--- src/rtl/duty_ramp.sv ---
// Triangle-with-plateaus duty generator: RISE -> HOLD_HI -> FALL -> HOLD_LO, one step per prescaled tick.
// Outputs are registered (one edge after the tick); en=0 freezes state, restart forces the origin.
module duty_ramp #(
  parameter int unsigned PRESCALE   = 1024,
  parameter int unsigned STEP       = 64,
  parameter int unsigned HOLD_TICKS = 256
) (
  input  logic        clk,
  input  logic        CLRN,
  input  logic        en,
  input  logic        restart,
  output logic [15:0] DUTY,
  output logic [1:0]  phase,
  output logic        peak,
  output logic        trough
);

  typedef enum logic [1:0] {
    RISE    = 2'd0,
    HOLD_HI = 2'd1,
    FALL    = 2'd2,
    HOLD_LO = 2'd3
  } phase_t;

  localparam int unsigned   PW         = (PRESCALE > 1) ? $clog2(PRESCALE) : 1;
  localparam logic [PW-1:0] PRESC_LAST = PW'(PRESCALE - 1);
  localparam logic [16:0]   STEP_W     = 17'(STEP);
  localparam logic [15:0]   HOLD_LAST  = 16'(HOLD_TICKS - 1);

  phase_t        state, state_nx;
  logic [15:0]   duty_nx;
  logic [15:0]   hold, hold_nx;
  logic [PW-1:0] presc, presc_nx;
  logic          peak_nx, trough_nx;
  logic          tick;
  logic [16:0]   sum;

  assign tick  = en && (presc == PRESC_LAST);
  // 17-bit sum so the carry flags saturation instead of wrapping
  assign sum   = {1'b0, DUTY} + STEP_W;
  assign phase = state;

  always_ff @(posedge clk or negedge CLRN) begin
    if (!CLRN) begin
      state  <= RISE;
      DUTY   <= '0;
      hold   <= '0;
      presc  <= '0;
      peak   <= 1'b0;
      trough <= 1'b0;
    end else begin
      state  <= state_nx;
      DUTY   <= duty_nx;
      hold   <= hold_nx;
      presc  <= presc_nx;
      peak   <= peak_nx;
      trough <= trough_nx;
    end
  end

  always_comb begin
    state_nx  = state;
    duty_nx   = DUTY;
    hold_nx   = hold;
    presc_nx  = presc;
    peak_nx   = 1'b0;
    trough_nx = 1'b0;
    if (restart) begin
      state_nx = RISE;
      duty_nx  = '0;
      hold_nx  = '0;
      presc_nx = '0;
    end else if (en) begin
      presc_nx = tick ? '0 : presc + PW'(1);
      if (tick) begin
        case (state)
          RISE: begin
            if (sum[16]) begin
              duty_nx  = 16'hFFFF;
              state_nx = HOLD_HI;
              hold_nx  = '0;
              peak_nx  = 1'b1;
            end else begin
              duty_nx = sum[15:0];
            end
          end
          FALL: begin
            if ({1'b0, DUTY} < STEP_W) begin
              duty_nx   = '0;
              state_nx  = HOLD_LO;
              hold_nx   = '0;
              trough_nx = 1'b1;
            end else begin
              duty_nx = DUTY - STEP_W[15:0];
            end
          end
          default: begin
            // both plateaus share the counter; the last tick leaves and clears it
            if (hold == HOLD_LAST) begin
              hold_nx  = '0;
              state_nx = (state == HOLD_HI) ? FALL : RISE;
            end else begin
              hold_nx = hold + 16'd1;
            end
          end
        endcase
      end
    end
  end

endmodule

--- config.mk ---
export PLATFORM = sky130hd
export DESIGN_NAME = duty_ramp
export DESIGN_NICKNAME = d
export VERILOG_FILES = /design/src/rtl/duty_ramp.sv
export SDC_FILE = /design/constraint.sdc
export NUM_CORES = 1
export LEC_CHECK = 0
export BUFFER_PORTS_ARGS = -buffer_cell sky130_fd_sc_hd__buf_2
export CAP_MARGIN = 20
export CELL_PAD_IN_SITES_DETAIL_PLACEMENT = 0
export CELL_PAD_IN_SITES_GLOBAL_PLACEMENT = 1
export CORE_ASPECT_RATIO = 1.1
export CORE_UTILIZATION = 45
export CTS_BUF_LIST = sky130_fd_sc_hd__clkbuf_8 sky130_fd_sc_hd__clkbuf_16
export CTS_CLUSTER_DIAMETER = 50
export DETAILED_ROUTE_END_ITERATION = 10
export PLACE_DENSITY = 0.86
export SYNTH_ARGS = -nofsm -noshare
export SYNTH_HDL_FRONTEND = slang
export SYNTH_SLANG_ARGS = --single-unit
--- constraint.sdc ---
create_clock -name clk -period 2.8 [get_ports clk]
set_input_delay 0.42 -clock clk [delete_from_list [all_inputs] [get_ports clk]]
set_output_delay 0.42 -clock clk [all_outputs]
set_load 0.02 [all_outputs]
* Word level (Yosys, flattened, before mapping)
Cells that the tools add are included.
W data, S select, Z words.
** Storage, ports and cells
- Logic and storage cells :: 60
- Output and inout port bits :: 20
- Input port bits :: 4
- Register bits :: 46
** Operators by class
- Multiplexer cells :: 34
- $add $sub $neg :: 4
- Equality and inequality tests :: 6
- Reductions and logical operators :: 9
- Magnitude comparators :: 1
** Operators by type and width (number)
- $mux W16 :: 11
- $pmux W16 S2 :: 2
- $mux W10 :: 3
- $add A16 B7 Y17 const B :: 1
- $add A16 B1 Y16 const B :: 1
- $eq A16 B8 Y1 const B :: 1
- $lt A16 B7 Y1 const B :: 1
- $sub A16 B7 Y16 const B :: 1
- $mux W2 :: 7
- $add A10 B1 Y10 const B :: 1
- $eq A10 B10 Y1 const B :: 1
- $mux W1 :: 10
- $ne A3 B3 Y1 const B :: 2
- $reduce_and A5 Y1 :: 1
- $pmux W2 S2 :: 1
- $reduce_and A4 Y1 :: 1
- $reduce_bool A2 Y1 :: 2
- $reduce_bool A4 Y1 :: 1
- $reduce_and A3 Y1 :: 1
- $reduce_bool A3 Y1 :: 1
- $eq A2 B1 Y1 const B :: 1
- $eq A2 B2 Y1 const B :: 1
- $logic_not A2 Y1 :: 1
- $logic_and A1 B1 Y1 :: 1

* Logic depth before layout (Yosys ltp)
Gate-level depths: netlist of run 1.
- Depth after elaboration :: 7
- Depth in mapped cells :: 9
- Depth with buffers taken out :: 7

* Worst setup path before layout of run 1
No wires, ideal clock.
- Path kind :: reg-to-reg
- Start :: reg DUTY[6]
- End :: reg DUTY[11]
- Period minus slack after synthesis :: 2416 ps
- Stages on the path, launching flop included :: 9
- Path buffers :: 1
- Data required time :: 2682 ps
- Data arrival time :: 2298 ps
- Setup slack :: 384 ps
- Library setup time :: 118 ps
- Cell sequence :: dfrtp_1 -> clkbuf_1 -> inv_1 -> ha_1 -> or4b_1 -> or4_4 -> nor4b_4 -> o221a_2 -> a21o_1
** Between the ends
- Word-level cells in the longest chain between the ends :: 6
- Elaborated cells on any way between the ends :: 9
- Classes of those cells :: add/sub: 2; order compare: 1; mux: 6
** Ends and longest elaborated chain
- start, declared :: line 12 : output logic [15:0] DUTY,
- start signal, assigned :: line 53 : DUTY <= duty_nx;
- $sub A16 B7 Y16, or another cell as far along :: line 94 : duty_nx = DUTY - STEP_W[15:0];
- $mux W16 (on tied branches) :: line 88, 78
- $pmux W16 S2 (*) :: line 76 : case (state)
- $mux W16 (*) :: line 75 : if (tick) begin
- $mux W16 (*) :: line 73 : end else if (en) begin
- $mux W16 (*) :: line 68 : if (restart) begin
Mark *: on every way between the ends. The rest lies on a longest branch, timed or not. The select of a mux whose other input is x is not followed.
A chain may end at the register's enable or synchronous reset.

* Worst setup path in the final report of run 1
- Start :: reg DUTY[6]
- End :: reg hold[13]
** Between the ends
- Word-level cells in the longest chain between the ends :: 3
- Elaborated cells on any way between the ends :: 5
- Classes of those cells :: add/sub: 1; order compare: 1; eq/ne: 2; reduce/logical: 1
** Ends and longest elaborated chain
- $add A16 B7 Y17 or $lt A16 B7 Y1 (tied branches) :: line 40, 88
- $ne A3 B3 Y1 (no source line)
- $reduce_and A4 Y1 (no source line) (*)
- end signal, assigned :: line 54 : hold <= hold_nx;
- end, declared :: line 32 : logic [15:0] hold, hold_nx;
Mark *: on every way between the ends. The rest lies on a longest branch, timed or not.

==> results of run 1 <==
## layout make-up
type | instances | area (µm²)
clock buffers | 5 | 68.8
repair buffers | 32 | 203
flip-flops and latches | 41 | 1030
inverters | 10 | 37.5
multi-input cells | 236 | 1510
clock inverters | 3 | 18.8
fillers | 529 | 2810
well taps | 77 | 96.3
## metrics by stage
stage / cell area (µm²) / setup WS [ns]
finish: 2960 / 0.349
global route: 2960 / 0.113
CTS: 2930 / 0.346
detailed placement: 2840 / 0.356
global placement: 2840 / 0.448
floorplan: 2690 / 0.384
## worst min path at each step
stage               cells past startpoint        to     start  slack, ns
finish                                  1  presc[8]      CLRN       0.08
global route                            1  presc[8]      CLRN       0.12
global placement                        1  hold[15]  hold[15]       0.48
CTS                                     1   hold[5]      CLRN       0.29
floorplan                               0  DUTY[10]      CLRN       0.12
detailed placement                      1  hold[15]  hold[15]       0.48
## sequential cells by signal (all words and copies together), names as in the netlist
name    cells
hold       16
DUTY       11
phase       2
presc      10
trough      1
peak        1
## metal layers
layer,vias up,track usage,wire [µm],share of wire
met5,-,0,0,0
met4,0,0.0758,95,0.015
met3,10,0.0400,191,0.030
met2,47,0.348,3220,0.50
met1,1165,0.306,2950,0.46
li1,1196,-,-,-
## cells by family after synthesis
family | count (synthesis)
xor gates and xnor gates | 7
adders and majority gates | 6
muxes | 2
DFF | 41
and+or+nand+nor | 131
AOI/OAI and AO/OA | 90
buffers and inverters | 34
## placed cells by master (no fill, tap or decap), types with 3 or more instances in the layout
cell type,netlist,layout
nand3_1,17,17
ha_1,6,6
or3_1,10,10
o221a_2,3,3
a31oi_1,16,16
inv_1,10,11
o31ai_1,6,6
or4_4,3,3
nand2_1,30,30
a22o_1,3,3
a21o_1,6,6
buf_4,6,8
a21oi_1,17,17
nand4_1,10,10
nor3_1,11,11
xnor2_1,3,3
or4_1,3,3
and3_1,4,4
xor2_1,4,4
nor2_1,23,23
a41oi_1,3,3
clkbuf_8,0,5
dfrtp_1,41,41
buf_2,2,23
o21ai_0,21,21
## power by group through the flow
stage | Combinational, µW | Clock [µW] | Sequential (µW)
after floorplan | 19.5 | 0 | 607
after global placement | 38.5 | 0 | 607
after detailed placement | 39.0 | 0 | 607
after CTS | 38.9 | 411 | 596
after global routing | 48.3 | 428 | 596
final | 42.4 | 397 | 596
==> results by group, run 1 <==
Critical path
  • WP buf/inv: 1
  • Max stage delay on crit path: 0.52 ns
  • Critical path class: register to register
  • Critical path's slowest cell: or4b_1
  • R2R depth: 7
  • Setup slack, reg-to-reg: between 0.3 and 0.4 ns
  • Worst-path maximum fanout: 10
  • Launching point of the worst reg2reg path: DUTY[6]
  • Arrival time worst endpoint: between 2 and 3 ns
  • Critical Path Source: DUTY[6]
  • Crit-path leading delay family: simple AND/OR/NAND/NOR gates
  • Crit path depth: 7
  • Setup crit end kind: register
  • CP cell instances: inv_1 -> ha_1 -> or4b_1 -> o31ai_2 -> nand3_1 -> nand2b_1 -> a31oi_1
  • CP startpoint kind: register
  • CP required: 2.96 ns
  • Critical Path End: hold[13]
  • Worst reg2reg endpoint: hold[13]

Synth
  • Yosys Warn Count: 0
  • Share of flip-flops with an asynchronous set or reset: 1.00
  • Top post-synthesis cells by count: dfrtp_1 (41), nand2_1 (30), nor2_1 (23), o21ai_0 (21)
  • Post-synthesis cell count: 311
  • Main combinational cell family by area after synthesis: simple AND/OR/NAND/NOR gates
  • Ranking of synthesized cells by area: dfrtp_1 (38%), nand2_1 (4.2%), o21ai_0 (3.9%)
  • FF+latch count, synth: a little over 40
  • Post-Synth XOR/XNOR Area: 0.0228
  • Main synth FF type: dfrtp_1
  • Post-synth EDFFs: 0
  • Synthesized area: between 0.002 and 0.003 mm²
  • Adder-Cell Fraction of Synth Area: 0.0279
  • Synth Area per Inst: a little under 9 µm²
  • Distinct cells, synth: 55
  • Mux cell area share after synthesis: 0.00743
  • Syn Nets: 321
  • Yosys top cell area share: 0.381
  • Post-Synth Simple-Gate Area: 0.279
  • Cell taking the most area after synthesis: dfrtp_1
  • Seq/Total Area, Yosys: 0.381
  • Synth Area in Compound Gates: 0.223
  • Count leader, synth: dfrtp_1

Clock network
  • H-tree depth: 2
  • TritonCTS Buffers: 5
  • Later-pin clock latency in the skew report: 0.30 ns
  • Hold_buf cts: 0
  • Max clock buf depth: 2
  • Setup repair bufs after CTS: 0
  • Clk sinks: 41
  • Root Buffer: clkbuf_8
  • Clk slew on worst S/H paths: 0.09 ns
  • CTS resizes: 0
  • CTS tree: built

Drt
  • Drt pass-1 iters: 4
  • Initial DRC count: ~160
  • DR vias: 2,418
  • Routed vias/inst: between 5 and 6
  • DRC Markers: 0
  • Wirelength, routed: 6450 µm
  • Wire per inst: 16.0 µm
  • DRT antenna net count: 0

Timing
  • Worst hold margin: 0.0841 ns
  • Final setup viols: 0
  • Setup TNS: 0 ns
  • Final Hold Viols: 0
  • Tmin final: 2.45 ns
  • Slew @ Worst Pin: 0.721 ns
  • Skew final: 0.00998 ns
  • RSZ-0062 raised after global routing: false
  • Slew Limit Fails: 0
  • Final period utilization: 0.875
  • Worst relative slew slack: 0.517
  • Fmax: 0.408 GHz

Die
  • Width of the die: 75.8 µm
  • I/O pin count: 24
  • Die span in y: 83.1 µm
  • Die ar.: 0.00630 mm²
  • Core area: 0.00577 mm²
  • Rows: 29
  • Initial Util: 0.467

Run
  • Max-cap violations: 0

Cells and area
  • Ratio of cells with drive above 1 in the final layout: 0.171
  • Antenna Diode Count: 0
  • Fin util: 0.512
  • Area Growth Syn to Fin: 9.81%
  • Final net count: 336
  • Non-filler cells, final: 404

Placement
  • IO buf count: 23
  • Hpwl dp: about 4500 µm
  • GPL Wtd Cong: a little under 0.8
  • Placed Instances: 395

Power
  • Sequential fraction of design power: 0.575
  • Leak: ~0.0012 µW
  • Gate power share: 0.041
  • Psw: 258 µW
  • Worst vdd ir: 0.181 mV
  • Switching Share: 0.249
  • Pwr/cell area: 350 mW/mm²
  • PnR Total Power: 1040 µW
  • P_int: between 700 and 800 µW
  • Clock share of power: 0.384

GRT
  • GR Util All Layers: 0.223
  • GRT overflow: 0
  • Initial antenna violation count: 0
  • Vias in the first global route: roughly 2,200
  • Largest net degree at the start of global routing: 42
  • First-pass GRT wire length: 10,900 µm

Status
  • Status: finished, final reports clean

Hold path
  • Min-Delay Path Class: input pin to async pin
No activity file was read; power rests on OpenSTA's default activity.
==> run 2, diff against run 1 <==
--- a/config.mk
+++ b/config.mk
@@ -17,2 +17,3 @@
 export PLACE_DENSITY = 0.86
+export RECOVER_POWER = 50
 export SYNTH_ARGS = -nofsm -noshare
==> constraint.sdc (replaced) <==
create_clock -name clk -period 2.8 [get_ports clk]
set_input_delay 0.84 -clock clk [delete_from_list [all_inputs] [get_ports clk]]
set_output_delay 0.84 -clock clk [all_outputs]
set_load 0.02 [all_outputs]
==> run 2 against run 1 <==
  * Cell area increased by 0.21%
  * First-iteration DRC count decreased by 4.4%
  * Flip-flop and latch count unchanged
  * Critical endpoint is now DUTY[11]
  * Largest cell class unchanged
  * Routed wire length increased by 2.3%
  * Clock skew decreased by 0.0021 ns
==> results by group, run 2 (synthesized netlist as in run 1, its figures left out) <==
Placement
  • Hpwl dp: 4780 µm
  • GPL Wtd Cong: 0.849
  • IO buf count: 23
  • Placement Cell Area: 0.00291 mm²

Timing
  • Slew Limit Fails: 0
  • Final period utilization: 0.885
  • Final setup viols: 0
  • Worst hold margin: around 0.50 ns
  • Setup TNS: 0 ns
  • Fmax: 0.404 GHz
  • Slew @ Worst Pin: 0.791 ns
  • RSZ-0062 raised after global routing: false
  • Worst relative slew slack: 0.472
  • Skew final: between 0.007 and 0.008 ns
  • Tmin final: 2.48 ns
  • Final Hold Viols: 0

Cells and area
  • Commonest non-fill, non-tap cell in the layout: dfrtp_1
  • Final net count: 344
  • Ratio of cells with drive above 1 in the final layout: 0.167
  • Most frequent cells in the layout: dfrtp_1 (41), nand2_1 (30), nor2_1 (23), o21ai_0 (21)
  • Top reg by flops: hold
  • Area Growth Syn to Fin: 10.0%
  • Max reg flops: 16
  • Largest regs: hold (16), DUTY (11), presc (10)
  • Antenna Diode Count: 0
  • Fin area: 0.00296 mm²

Die
  • Die span in y: 83.1 µm
  • I/O pin count: 24
  • Width of the die: 75.8 µm
  • Die ar.: 0.00630 mm²
  • Initial Util: 0.467
  • Core area: between 0.005 and 0.006 mm²
  • Rows: 29

Critical path
  • Worst-path maximum fanout: 8
  • CP required: 2.99 ns
  • Critical path class: register to register
  • Arrival time worst endpoint: 2.66 ns
  • Critical path's slowest cell: or4b_1
  • Max stage delay on crit path: approximately 0.55 ns
  • Critical Path Source: DUTY[6]
  • Setup slack, reg-to-reg: about 0.32 ns
  • CP startpoint kind: register
  • Setup crit end kind: register
  • Launching point of the worst reg2reg path: DUTY[6]
  • CP cell instances: inv_1 -> ha_1 -> or4b_1 -> or4_4 -> nor4b_4 -> buf_4 -> o221a_2 -> a21o_1

Clock network
  • H-tree depth: 2
  • TritonCTS Buffers: 5
  • Later-pin clock latency in the skew report: 0.29 ns
  • Root Buffer: clkbuf_8
  • Clk sinks: 41
  • Setup repair bufs after CTS: 0
  • Hold_buf cts: 0
  • CTS tree: built
  • Max clock buf depth: 2
  • CTS resizes: 0
  • Clk slew on worst S/H paths: about 0.08 ns

GRT
  • Initial antenna violation count: 0
  • Largest net degree at the start of global routing: 32
  • Vias in the first global route: 2,362
  • First-pass GRT wire length: between 10,000 and 15,000 µm
  • GRT overflow: 0
  • GR Util All Layers: 0.227

Power
  • Worst vdd ir: between 0.15 and 0.2 mV
  • Pwr/cell area: ~340 mW/mm²
  • Leak: 0.00123 µW

Drt
  • Initial DRC count: 151
  • Drt pass-1 iters: 4
  • Wire per inst: 16.0 µm
  • DR vias: approximately 2,500
  • Wirelength, routed: 6600 µm
  • DRT antenna net count: 0
  • DRC Markers: 0
  • Routed vias/inst: about 6

Hold path
  • Min-Delay Startpoint: hold[15]
  • Min-Delay Path Class: register to register

Status
  • Status: finished, final reports clean

Run
  • Max-cap violations: 0
## run 2: cell count changes in the layout (fill, tap and decap cells not counted), moves of 2 or more
cell / previous run / this run
buf_2: 23 / 17
clkbuf_1: 0 / 7
buf_4: 8 / 15
clkinvlp_4: 2 / 0
clkinv_2: 0 / 2
## run 2: through the flow
stage / worst slack, ns / power (µW) / std cells / util
after floorplan: 0.327 / 627 / 311 / -
after global placement: 0.176 / 647 / 404 / 0.504
after detailed placement: 0.133 / 648 / 404 / 0.504
after CTS: 0.314 / 1020 / 412 / 0.519
after global routing: 0.197 / 1050 / 412 / 0.514
final: 0.323 / 1010 / 412 / 0.514
## run 2: where the power goes
group	internal [µW]	switching, µW
registers	594	2.26
logic	7.89	30.9
clock network	169	206
total	771	239
## run 2: critical path, delay by kind of cell (launching register included)
family          cells  cell delay, ns
fa+ha+maj           1            0.25
buf+inv             2            0.26
flops               1            0.38
compound gates      2            0.28
simple gates        3            1.20
## run 2: routing by layer
metal  global-route usage  wire [µm]  share of wire
met5                    0          0              0
met4               0.0690         70          0.011
met3               0.0376        149          0.023
met2                0.372       3370           0.51
met1                0.302       3010           0.46
## run 2: layout make-up
class | instances | area [µm²]
Inverter | 10 | 37.5
Clock inverter | 3 | 13.8
Clock buffer | 5 | 68.8
Multi-Input combinational cell | 236 | 1490
Fill cell | 584 | 2810
Sequential cell | 41 | 1030
Tap cell | 77 | 96.3
Timing Repair Buffer | 40 | 229
## run 2: worst paths after layout
kind                             to  cells after the start
max in group asynchronous   hold[7]                      2
min                        hold[15]                      1
min in group asynchronous   hold[4]                      1
min reg2reg                hold[15]                      1
max                        DUTY[11]                      8
max reg2reg                DUTY[11]                      8
==> run 3, diff against run 2 <==
CORE_MARGIN = 5   (was unset)
==> run 3 against run 2 <==
  * The flow now finishes with violations (capacitance limit)
  * Utilization down 0.64 points
  * Count of clock-buffer cells in the layout up 1
  * First-iteration DRC count grew 40%
  * Setup slack improved by 0.028 ns
  * Power grew 0.82%
  * Global-route usage is 5.0 points lower
  * Largest power group unchanged
==> results by group, run 3 (synthesized netlist as in run 1, its figures left out) <==
Drt
  • Wire per inst: roughly 16 µm
  • DRT antenna net count: 0
  • Initial DRC count: 211
  • Routed vias/inst: around 6
  • DRC Markers: 0
  • Wirelength, routed: 6580 µm
  • DR vias: 2,490
  • Drt pass-1 iters: 4

Clock network
  • TritonCTS Buffers: 5
  • Clk sinks: 41
  • Root Buffer: clkbuf_8
  • Setup repair bufs after CTS: 0
  • Clk slew on worst S/H paths: 0.07 ns
  • CTS tree: built
  • H-tree depth: 2
  • CTS resizes: 0
  • Max clock buf depth: 2
  • Later-pin clock latency in the skew report: 0.29 ns
  • Hold_buf cts: 0

GRT
  • Initial antenna violation count: 0
  • Largest net degree at the start of global routing: 28
  • First-pass GRT wire length: 11,200 µm
  • GRT overflow: 0
  • Vias in the first global route: 2,278
  • GR Util All Layers: 0.177

Die
  • Rows: 29
  • Width of the die: roughly 84 µm
  • Initial Util: 0.464
  • Core area: 0.00581 mm²
  • Die span in y: approximately 90 µm
  • I/O pin count: 24
  • Die ar.: 0.00763 mm²

Cells and area
  • Sequential cell area: 0.00103 mm²
  • Final-layout fill cell count: 573
  • Commonest non-fill, non-tap cell in the layout: dfrtp_1
  • Max reg flops: 16
  • Final net count: 340
  • Area Growth Syn to Fin: 9.34%
  • Antenna Diode Count: 0
  • Most frequent cells in the layout: dfrtp_1 (41), nand2_1 (30), nor2_1 (23), o21ai_0 (21)
  • Largest regs: hold (16), DUTY (11), presc (10)
  • Area of the multi-input gates: 0.00151 mm²
  • Top reg by flops: hold
  • Ratio of cells with drive above 1 in the final layout: 0.145

Timing
  • RSZ-0062 raised after global routing: false
  • Worst relative slew slack: 0.00854
  • Final setup margin: 0.351 ns
  • Skew final: around 0.0068 ns
  • Slew Limit Fails: 0
  • Slew @ Worst Pin: 1.49 ns
  • Final setup viols: 0
  • Fmax: between 0.4 and 0.5 GHz
  • Final period utilization: 0.875
  • Tmin final: 2.45 ns
  • Setup TNS: 0 ns
  • Final Hold Viols: 0

Placement
  • GPL Wtd Cong: 0.842
  • Hpwl dp: 4690 µm
  • Setup WS pre-CTS: ~0.12 ns
  • IO buf count: 23

Status
  • Violated checks: capacitance limit
  • Status: finished, violations left

Power
  • Sequential fraction of design power: 0.585
  • Clock share of power: 0.378
  • Gate power share: 0.037
  • Switching Share: 0.221
  • Leak: 0.00121 µW
  • Worst vdd ir: 0.162 mV
  • P_int: between 700 and 800 µW
  • Pwr/cell area: roughly 350 mW/mm²
  • Psw: 225 µW

Critical path
  • Arrival time worst endpoint: 2.63 ns
  • Critical Path Source: en
  • Launching point of the worst reg2reg path: DUTY[6]
  • Critical path class: input pin to register
  • Setup crit end kind: register
  • Worst-path maximum fanout: 11
  • CP startpoint kind: input pin
  • CP required: 2.98 ns

Run
  • Max-cap violations: 1

Hold path
  • Min-Delay Path Class: register to register
  • Min-Delay Startpoint: hold[15]
==> run 3: cell types whose count changed in the layout (fill, tap and decap cells not counted), sizes merged <==
cell,change
buf,-7
clkinv,-2
clkbuf,+4
==> run 3: path summary, 6_finish.rpt <==
kind / end / slack (ns) / cells past startpoint
max: DUTY[7] / 0.35 / 6
min: hold[15] / 0.50 / 1
max reg2reg: hold[13] / 0.41 / 7
min reg2reg: hold[15] / 0.50 / 1
max in group asynchronous: hold[10] / 0.80 / 2
min in group asynchronous: presc[0] / 0.89 / 1
==> run 3: final cells by class <==
| class | instances | area share |
|---|---|---|
| clock buffer | 6 | 0.0280 |
| clock inverter | 1 | 0.00127 |
| inverter | 10 | 0.0127 |
| multi-input combinational | 236 | 0.512 |
| sequential | 41 | 0.348 |
| tap | 77 | 0.0327 |
| timing repair buffer | 36 | 0.0650 |
==> run 3: power groups by stage <==
stage                     Combinational [µW]  Sequential, µW  Clock (µW)
final                                   37.2             596         385
after floorplan                         19.5             607           0
after detailed placement                40.4             608           0
after global routing                    43.2             596         426
after CTS                               40.2             596         395
after global placement                  40.4             608           0
==> run 3: critical path, stage by stage <==
cell,delay (ns)
buf_2,0.16
nand3_2,0.13
or4_4,0.65
nor2_1,0.34
nor2_1,0.20
a22o_1,0.31
==> run 3: layer usage <==
metal	routed length (µm)	up-vias	global-route usage	share of wire
li1	-	1211	-	-
met1	3060	1218	0.240	0.46
met2	3220	51	0.291	0.49
met3	213	10	0.0344	0.032
met4	85	0	0.0456	0.013
met5	0	-	0	0
==> run 3: metrics by stage <==
stage	instances	hold slack (ns)	power, µW	instance area (µm²)	utilization
6_report	407	0.502	1020	2940	0.507
5_1_grt	407	0.522	1070	2940	0.507
4_1_cts	407	0.502	1030	2970	0.511
3_5_place_dp	400	0.487	648	2880	0.496
3_3_place_gp	400	0.493	648	2880	0.496
2_1_floorplan	311	0.451	627	2690	-
